--- config.mk ---
export PLATFORM = sky130hd
export DESIGN_NAME = tmds_channel_decoder
export DESIGN_NICKNAME = d
export VERILOG_FILES = /design/src/rtl/tmds_channel_decoder.sv
export SDC_FILE = /design/constraint.sdc
export NUM_CORES = 1
export LEC_CHECK = 0
export CORE_MARGIN = 5
export CORE_UTILIZATION = 55
export CTS_CLUSTER_DIAMETER = 200
export DETAILED_ROUTE_END_ITERATION = 7
export GPL_TIMING_DRIVEN = 0
export PLACE_DENSITY = 0.72
export SETUP_SLACK_MARGIN = 0.02
export SLEW_MARGIN = 20
export SYNTH_ARGS = -nofsm -noshare
export SYNTH_HDL_FRONTEND = slang
export SYNTH_SLANG_ARGS = --single-unit
--- constraint.sdc ---
create_clock -name pixclk -period 4.02 [get_ports pixclk]
set_input_delay 0.603 -clock pixclk [delete_from_list [all_inputs] [get_ports pixclk]]
set_output_delay 0.603 -clock pixclk [all_outputs]
set_load 0.03 [all_outputs]
--- src/rtl/tmds_channel_decoder.sv ---
// tmds_channel_decoder: word aligner (control-token search/verify/lock) and TMDS 10b->8b decoder for one channel
module tmds_channel_decoder #(
  parameter int LOSS_LIMIT   = 4096,
  parameter int VERIFY_COUNT = 16
) (
  input  logic       pixclk,
  input  logic       reset_n,
  input  logic [9:0] raw_symbol,
  output logic [7:0] data,
  output logic [1:0] cd,
  output logic       de,
  output logic       locked,
  output logic [3:0] align_offset
);
  typedef enum logic [1:0] {SEARCH, VERIFY, LOCKED} state_t;

  state_t      state_q, state_d;
  logic [9:0]  r0_q, r1_q, sym_q, cand;
  logic [19:0] win;
  logic [3:0]  off_q, off_d, align_q, align_d, hit_k;
  logic [4:0]  vcnt_q, vcnt_d;
  logic [12:0] loss_q, loss_d;
  logic [7:0]  data_q, data_d, d, x, dec;
  logic [1:0]  cd_q, cd_d;
  logic        de_q, de_d, locked_q, hit, tok_at, sym_tok, live;

  function automatic logic is_tok(input logic [9:0] s);
    return s == 10'h354 || s == 10'h0AB || s == 10'h154 || s == 10'h2AB;
  endfunction

  function automatic logic [1:0] tok_cd(input logic [9:0] s);
    return s == 10'h0AB ? 2'b01 : s == 10'h154 ? 2'b10 : s == 10'h2AB ? 2'b11 : 2'b00;
  endfunction

  assign win  = {r0_q, r1_q};
  assign cand = 10'(win >> off_q);

  // lowest bit offset at which the window holds a control token
  always_comb begin
    hit   = 1'b0;
    hit_k = '0;
    for (int k = 9; k >= 0; k--) begin
      if (is_tok(win[k +: 10])) begin
        hit   = 1'b1;
        hit_k = 4'(k);
      end
    end
  end

  // alignment state machine: search, verify consecutive tokens, hold lock until tokens go missing
  always_comb begin
    tok_at  = is_tok(cand);
    state_d = state_q;
    off_d   = off_q;
    vcnt_d  = vcnt_q;
    loss_d  = '0;
    unique case (state_q)
      SEARCH: if (hit) begin
        off_d   = hit_k;
        vcnt_d  = 5'd1;
        state_d = VERIFY;
      end
      VERIFY: if (tok_at) begin
        vcnt_d  = vcnt_q + 5'd1;
        state_d = 32'(vcnt_d) >= VERIFY_COUNT ? LOCKED : VERIFY;
      end else begin
        vcnt_d  = '0;
        state_d = SEARCH;
      end
      LOCKED: begin
        loss_d  = tok_at ? '0 : loss_q == '1 ? loss_q : loss_q + 13'd1;
        state_d = 32'(loss_d) >= LOSS_LIMIT ? SEARCH : LOCKED;
      end
      default: state_d = SEARCH;
    endcase
    align_d = state_d == LOCKED ? off_d : align_q;
  end

  // decode the aligned symbol; outputs are forced idle whenever the lane is not locked
  always_comb begin
    d       = sym_q[9] ? ~sym_q[7:0] : sym_q[7:0];
    x       = d ^ {d[6:0], 1'b0};
    dec     = sym_q[8] ? x : {~x[7:1], x[0]};
    sym_tok = is_tok(sym_q);
    live    = state_q == LOCKED;
    de_d    = live && !sym_tok;
    data_d  = !live ? 8'h00 : sym_tok ? data_q : dec;
    cd_d    = !live ? 2'b00 : sym_tok ? tok_cd(sym_q) : cd_q;
  end

  // pipeline, FSM and output registers
  always_ff @(posedge pixclk or negedge reset_n) begin
    if (!reset_n) begin
      r0_q     <= '0;
      r1_q     <= '0;
      sym_q    <= '0;
      state_q  <= SEARCH;
      off_q    <= '0;
      vcnt_q   <= '0;
      loss_q   <= '0;
      align_q  <= '0;
      locked_q <= 1'b0;
      data_q   <= '0;
      cd_q     <= '0;
      de_q     <= 1'b0;
    end else begin
      r0_q     <= raw_symbol;
      r1_q     <= r0_q;
      sym_q    <= cand;
      state_q  <= state_d;
      off_q    <= off_d;
      vcnt_q   <= vcnt_d;
      loss_q   <= loss_d;
      align_q  <= align_d;
      locked_q <= state_d == LOCKED;
      data_q   <= data_d;
      cd_q     <= cd_d;
      de_q     <= de_d;
    end
  end

  assign data         = data_q;
  assign cd           = cd_q;
  assign de           = de_q;
  assign locked       = locked_q;
  assign align_offset = align_q;
endmodule

After elaboration in Yosys (flattened, before gate mapping)
Cells that the tools add are included.
- logic and storage cells: 158
- input bits: 12
- output and inout bits: 16
- register bits: 70
- $lt $le $gt $ge: 2
- shifts and indexed selects: 1
- multiplexer cells: 42
- reductions and logical operators: 41
- equality and inequality tests: 55
- bitwise operators: 3
- $add $sub $neg: 2
- operators by type and width (cell ; count):
    $eq A10 B10 Y1 const B ; 24
    $eq A10 B8 Y1 const B ; 12
    $eq A10 B9 Y1 const B ; 12
    $mux W4 ; 12
    $mux W13 ; 3
    $logic_or A1 B1 Y1 ; 36
    $mux W8 ; 4
    $shr A20 B4 Y10 ; 1
    $mux W2 ; 9
    $add A13 B1 Y13 const B ; 1
    $eq A13 B13 Y1 const B ; 1
    $ge A13 B13 Y1 const B ; 1
    $mux W1 ; 10
    $mux W5 ; 2
    $pmux W5 S2 ; 1
    $not A8 Y8 ; 1
    $xor A8 B8 Y8 ; 1
    $not A7 Y7 ; 1
    $ne A2 B2 Y1 const B ; 3
    $pmux W2 S3 ; 1
    $add A5 B1 Y5 const B ; 1
    $ge A5 B5 Y1 const B ; 1
    $eq A2 B2 Y1 const B ; 2
    $eq A2 B1 Y1 const B ; 1
    other kinds (5) ; 5

Depth between registers and ports, before layout
- depth in word-level cells: 17
- gate-level depth with buffers: 10

Worst setup path before layout
Ideal clock, no wire load.
- path type: register -> register
- start point: register off_q[0]
- end point: register align_q[0], in the netlist align_offset[0]
- cell stages (with the launch flop): 9
- data arrival time: 2661 ps
- setup slack: 1232 ps
- buffers on the path: 1
- cell sequence: dfrtp_1 > buf_6 > mux4_1 > mux4_2 > and4b_4 > a32oi_4 > nor3_4 > o21ai_2 > mux2_1
- longest elaborated chain between the ends: 10
- ends and longest elaborated chain (what ; RTL line ; text):
    start, declared ; 20 ; logic [3:0] off_q, off_d, align_q, align_d, hit_k;
    start signal, assigned ; 98 ; off_q <= '0;
    start signal, assigned ; 111 ; off_q <= off_d;
    $shr A20 B4 Y10 (*) ; 36 ; assign cand = 10'(win >> off_q);
    net cand[1] ; 18 ; logic [9:0] r0_q, r1_q, sym_q, cand;
    $eq A10 B10 Y1 or $eq A10 B8 Y1 (tied branches) ; 28 ; return s == 10'h354 || s == 10'h0AB || s == 10'h154 || s == 10'h2AB;
    $logic_or A1 B1 Y1 (2 in series) ; 28 ;
    $logic_or A1 B1 Y1 (*) ; 28 ;
    $mux W13 ; 71 ; loss_d = tok_at ? '0 : loss_q == '1 ? loss_q : loss_q + 13'd1;
    $ge A13 B13 Y1 ; 72 ; state_d = 32'(loss_d) >= LOSS_LIMIT ? SEARCH : LOCKED;
    $mux W2 ; 72 ;
    $pmux W2 S3 (*) ; 57 ; unique case (state_q)
    $eq A2 B2 Y1 (*) ; 76 ; align_d = state_d == LOCKED ? off_d : align_q;
    end signal, assigned ; 114 ; align_q <= align_d;
    end, declared ; 20 ;
Mark *: on every way through the listed nets, which the timed path passes. The rest lies on a longest branch.
A chain may end at the register's enable or synchronous reset.

Worst setup path after layout
- start point: register r0_q[0]
- end point: register align_q[3], in the netlist align_offset[3]
- RTL lines (what ; RTL line ; text):
    start, declared ; 18 ;
    start signal, assigned ; 107 ; r0_q <= raw_symbol;
    $shr A20 B4 Y10 (*) ; 36 ;
    net cand[3] ; 18 ;
    $eq A10 B10 Y1 or $eq A10 B8 Y1 (tied branches) ; 28 ;
    $logic_or A1 B1 Y1 (2 in series) ; 28 ;
    $logic_or A1 B1 Y1 (*) ; 28 ;
    $mux W13 ; 71 ;
    $ge A13 B13 Y1 ; 72 ;
    $mux W2 ; 72 ;
    $pmux W2 S3 (*) ; 57 ;
    $eq A2 B2 Y1 (*) ; 76 ;
Marked as above.

==> results.json <==
{
  "timing.rr.start": "r0_q[0]",
  "finalSetupViolCount": 0,
  "met1_usage_pct": 24.8,
  "cp_max_fo": 10,
  "yosys.cell_types.count": 65,
  "clk_path_buf_depth": 2,
  "grt_overflow_total": 0,
  "startpoint_type": "flip-flop",
  "gp_congestion": 0.901,
  "ys_seq_area_share_pct": 43.0,
  "antenna_found_initial": 0,
  "relSlewSlack_pct": 54.5,
  "tightest_slew_ps": 674,
  "fp-row-count": 31,
  "synth_top_cell_area_share_pct": 43.0,
  "die-area_um2": 9230,
  "busiest_layer": "met2",
  "cp.arrival_ps": 3420,
  "final_nets": 427,
  "drive_gt1_share_pct": 16.0,
  "via_per_inst": 5.75,
  "grt.total_usage_pct": 20.2,
  "dr_total_vias": 2946,
  "power_density_nw_per_um2": 344,
  "leakagePower_nw": 2.00,
  "clkLatencyLatePin_ps": 340,
  "ctsResizeCount": 0,
  "n_antenna_cell": 0,
  "layout_commonest_cell": "dfrtp_1",
  "clock-sinks": 70,
  "rsz0062_at_grt": "false",
  "syn-num-nets": 388,
  "htree_levels": 3,
  "synthMuxAreaShare_pct": 14.3,
  "postPlaceCellArea_um2": 4490,
  "cts_tree": "yes",
  "syn_inst": 370,
  "crit-reg2reg-capture": "align_offset[3]",
  "gr-usage-met2_pct": 33.3,
  "yosys.area_share.simple_pct": 19.3,
  "fmax_mhz": 313,
  "yosysWarnings": 0,
  "drv_cap": 0,
  "start_util_pct": 56.5,
  "syn2layout_area_growth_pct": 14.9,
  "ff2ff_path_depth": 9,
  "fin_crit_sh_pct": 79.5,
  "root_buffer": "clkbuf_8",
  "die_w_um": 96.1,
  "drc": 0,
  "cts_made_buffers": 9,
  "setup_tns_ps": 0,
  "grt_pass1_vias": 2964,
  "final_cell_mix": "dfrtp_1 (70), nor2_1 (33), nand2_1 (33)",
  "crit_type": "flip-flop to flip-flop",
  "synth_area_um2": 4080,
  "wl_per_cell_um": 16.0,
  "slew_viol_final": 0,
  "io_buffer_count": 27,
  "dp_hpwl_um": 6110,
  "synth_edf_count": 0,
  "ctsHoldBuffers": 0,
  "grt_max_degree": 52,
  "first_iter_violations": 83,
  "outcome": "completed",
  "die_h_um": 96.1,
  "drt-total-wl_um": 8200,
  "ys_async_sr_fraction_pct": 100,
  "fin_util_pct": 64.9,
  "final_cell_area_um2": 4680,
  "synth_top_family_by_area": "simple AND/OR/NAND/NOR gates",
  "clock_skew_ps": 12.7,
  "vdd_drop_max_uv": 240,
  "synthAdderAreaFrac_pct": 1.84,
  "rrSetupSlack_ps": 830,
  "fin_crit_ps": 3190,
  "synth-xor-area-share_pct": 4.94,
  "ant_nets": 0,
  "groute.layer.met3.usage_pct": 4.30,
  "dr.pass1.iters": 6,
  "ys_ff_latch": 70,
  "critPathCaptureType": "flip-flop",
  "n_fill_cell": 595,
  "synth_compound_area_share_pct": 11.4,
  "finalHoldViolCount": 0,
  "avgSynthCellArea_um2": 11.0,
  "grt_pass1_wl_um": 14200,
  "ios": 28,
  "synthFlopType": "dfrtp_1",
  "cp.required_ps": 4240,
  "postCtsSetupBuffers": 0,
  "synthTopCellsByArea": "dfrtp_1 (43%), mux4_2 (5.0%), mux4_1 (3.2%)",
  "min_path_type": "input pin to asynchronous set/reset pin",
  "yosysTopAreaCell": "dfrtp_1",
  "clkTransAtPathRegs_ps": 80,
  "coreArea_um2": 7210
}
-- how the worst max path moves through the flow --
stage	slack [ps]	cells past startpoint	to	start
2_1_floorplan	1230	8	align_offset[0]	off_q[0]
3_3_place_gp	30	1	align_offset[1]	reset_n
3_5_place_dp	810	9	align_offset[3]	r0_q[0]
4_1_cts	810	9	align_offset[3]	r0_q[0]
5_1_grt	550	9	align_offset[0]	r0_q[0]
6_report	830	9	align_offset[3]	r0_q[0]
-- kinds of logic (layout without fill, tap and decap cells) --
group | Yosys count | in the layout
DFF | 70 | 70
AOI/OAI and AO/OA | 61 | 61
xor gates and xnor gates | 23 | 23
muxes | 37 | 37
buffers and inverters | 31 | 74
adders and majority gates | 6 | 6
and+or+nand+nor | 142 | 142
-- metrics by stage --
stage | setup slack (ps) | cells | hold WS, ps | total power, mW
after detailed placement | 807 | 497 | 416 | 1.08
after global placement | 30.6 | 496 | 405 | 1.07
final | 825 | 512 | 138 | 1.61
after global routing | 555 | 512 | 145 | 1.69
after floorplan | 1230 | 370 | 307 | 1.00
after CTS | 810 | 512 | 141 | 1.62
-- power by group --
group	total [mW]	switching, mW	internal (mW)
registers	0.777	0.0388	0.738
clock network	0.541	0.260	0.282
logic	0.292	0.148	0.144
total	1.61	0.446	1.16
-- area by class of cell --
class / count / area (µm²) / area share [%]
Buffer: 17 / 160 / 3.42
Clock buffer: 9 / 124 / 2.65
Clock inverter: 6 / 63.8 / 1.36
Inverter: 14 / 52.6 / 1.12
Multi-Input combinational cell: 269 / 2110 / 45.1
Sequential cell: 70 / 1750 / 37.4
Tap cell: 99 / 124 / 2.65
Timing Repair Buffer: 28 / 295 / 6.31
-- Yosys cell counts (6+ instances only) --
master,n
dfrtp_1,70
nand2_1,33
nor2_1,33
inv_1,13
o21ai_0,13
xnor2_1,13
nor3_1,11
a21oi_1,10
mux2i_1,10
nand4_1,10
xor2_1,10
mux4_2,9
clkbuf_8,8
mux2_2,8
nand3_1,8
a211oi_1,7
clkbuf_1,6
ha_1,6
nand2b_1,6
nor2b_1,6
-- critical path, cell delays in order (launching register included) --
cell and delay, ps:
dfrtp_1 410, clkbuf_1 240, mux4_1 570, mux2i_1 300, mux2i_1 220, and4b_4 250
a32oi_4 330, nor3_4 90, o21ai_2 300, mux2_1 360
-- registers in the layout, indices dropped and copies added, names as in the netlist --
register      cells
r1_q             10
data              8
de                1
align_offset      4
vcnt_q            5
r0_q             10
state_q           2
sym_q            10
locked            1
loss_q           13
off_q             4
cd                2
-- per-layer routing --
layer  wire length (µm)  vias up
met5                  0        -
met4                279        0
met3                447       22
met2               4020       84
met1               3450     1409
li1                   -     1431
Power figures use the tool's default switching activity.
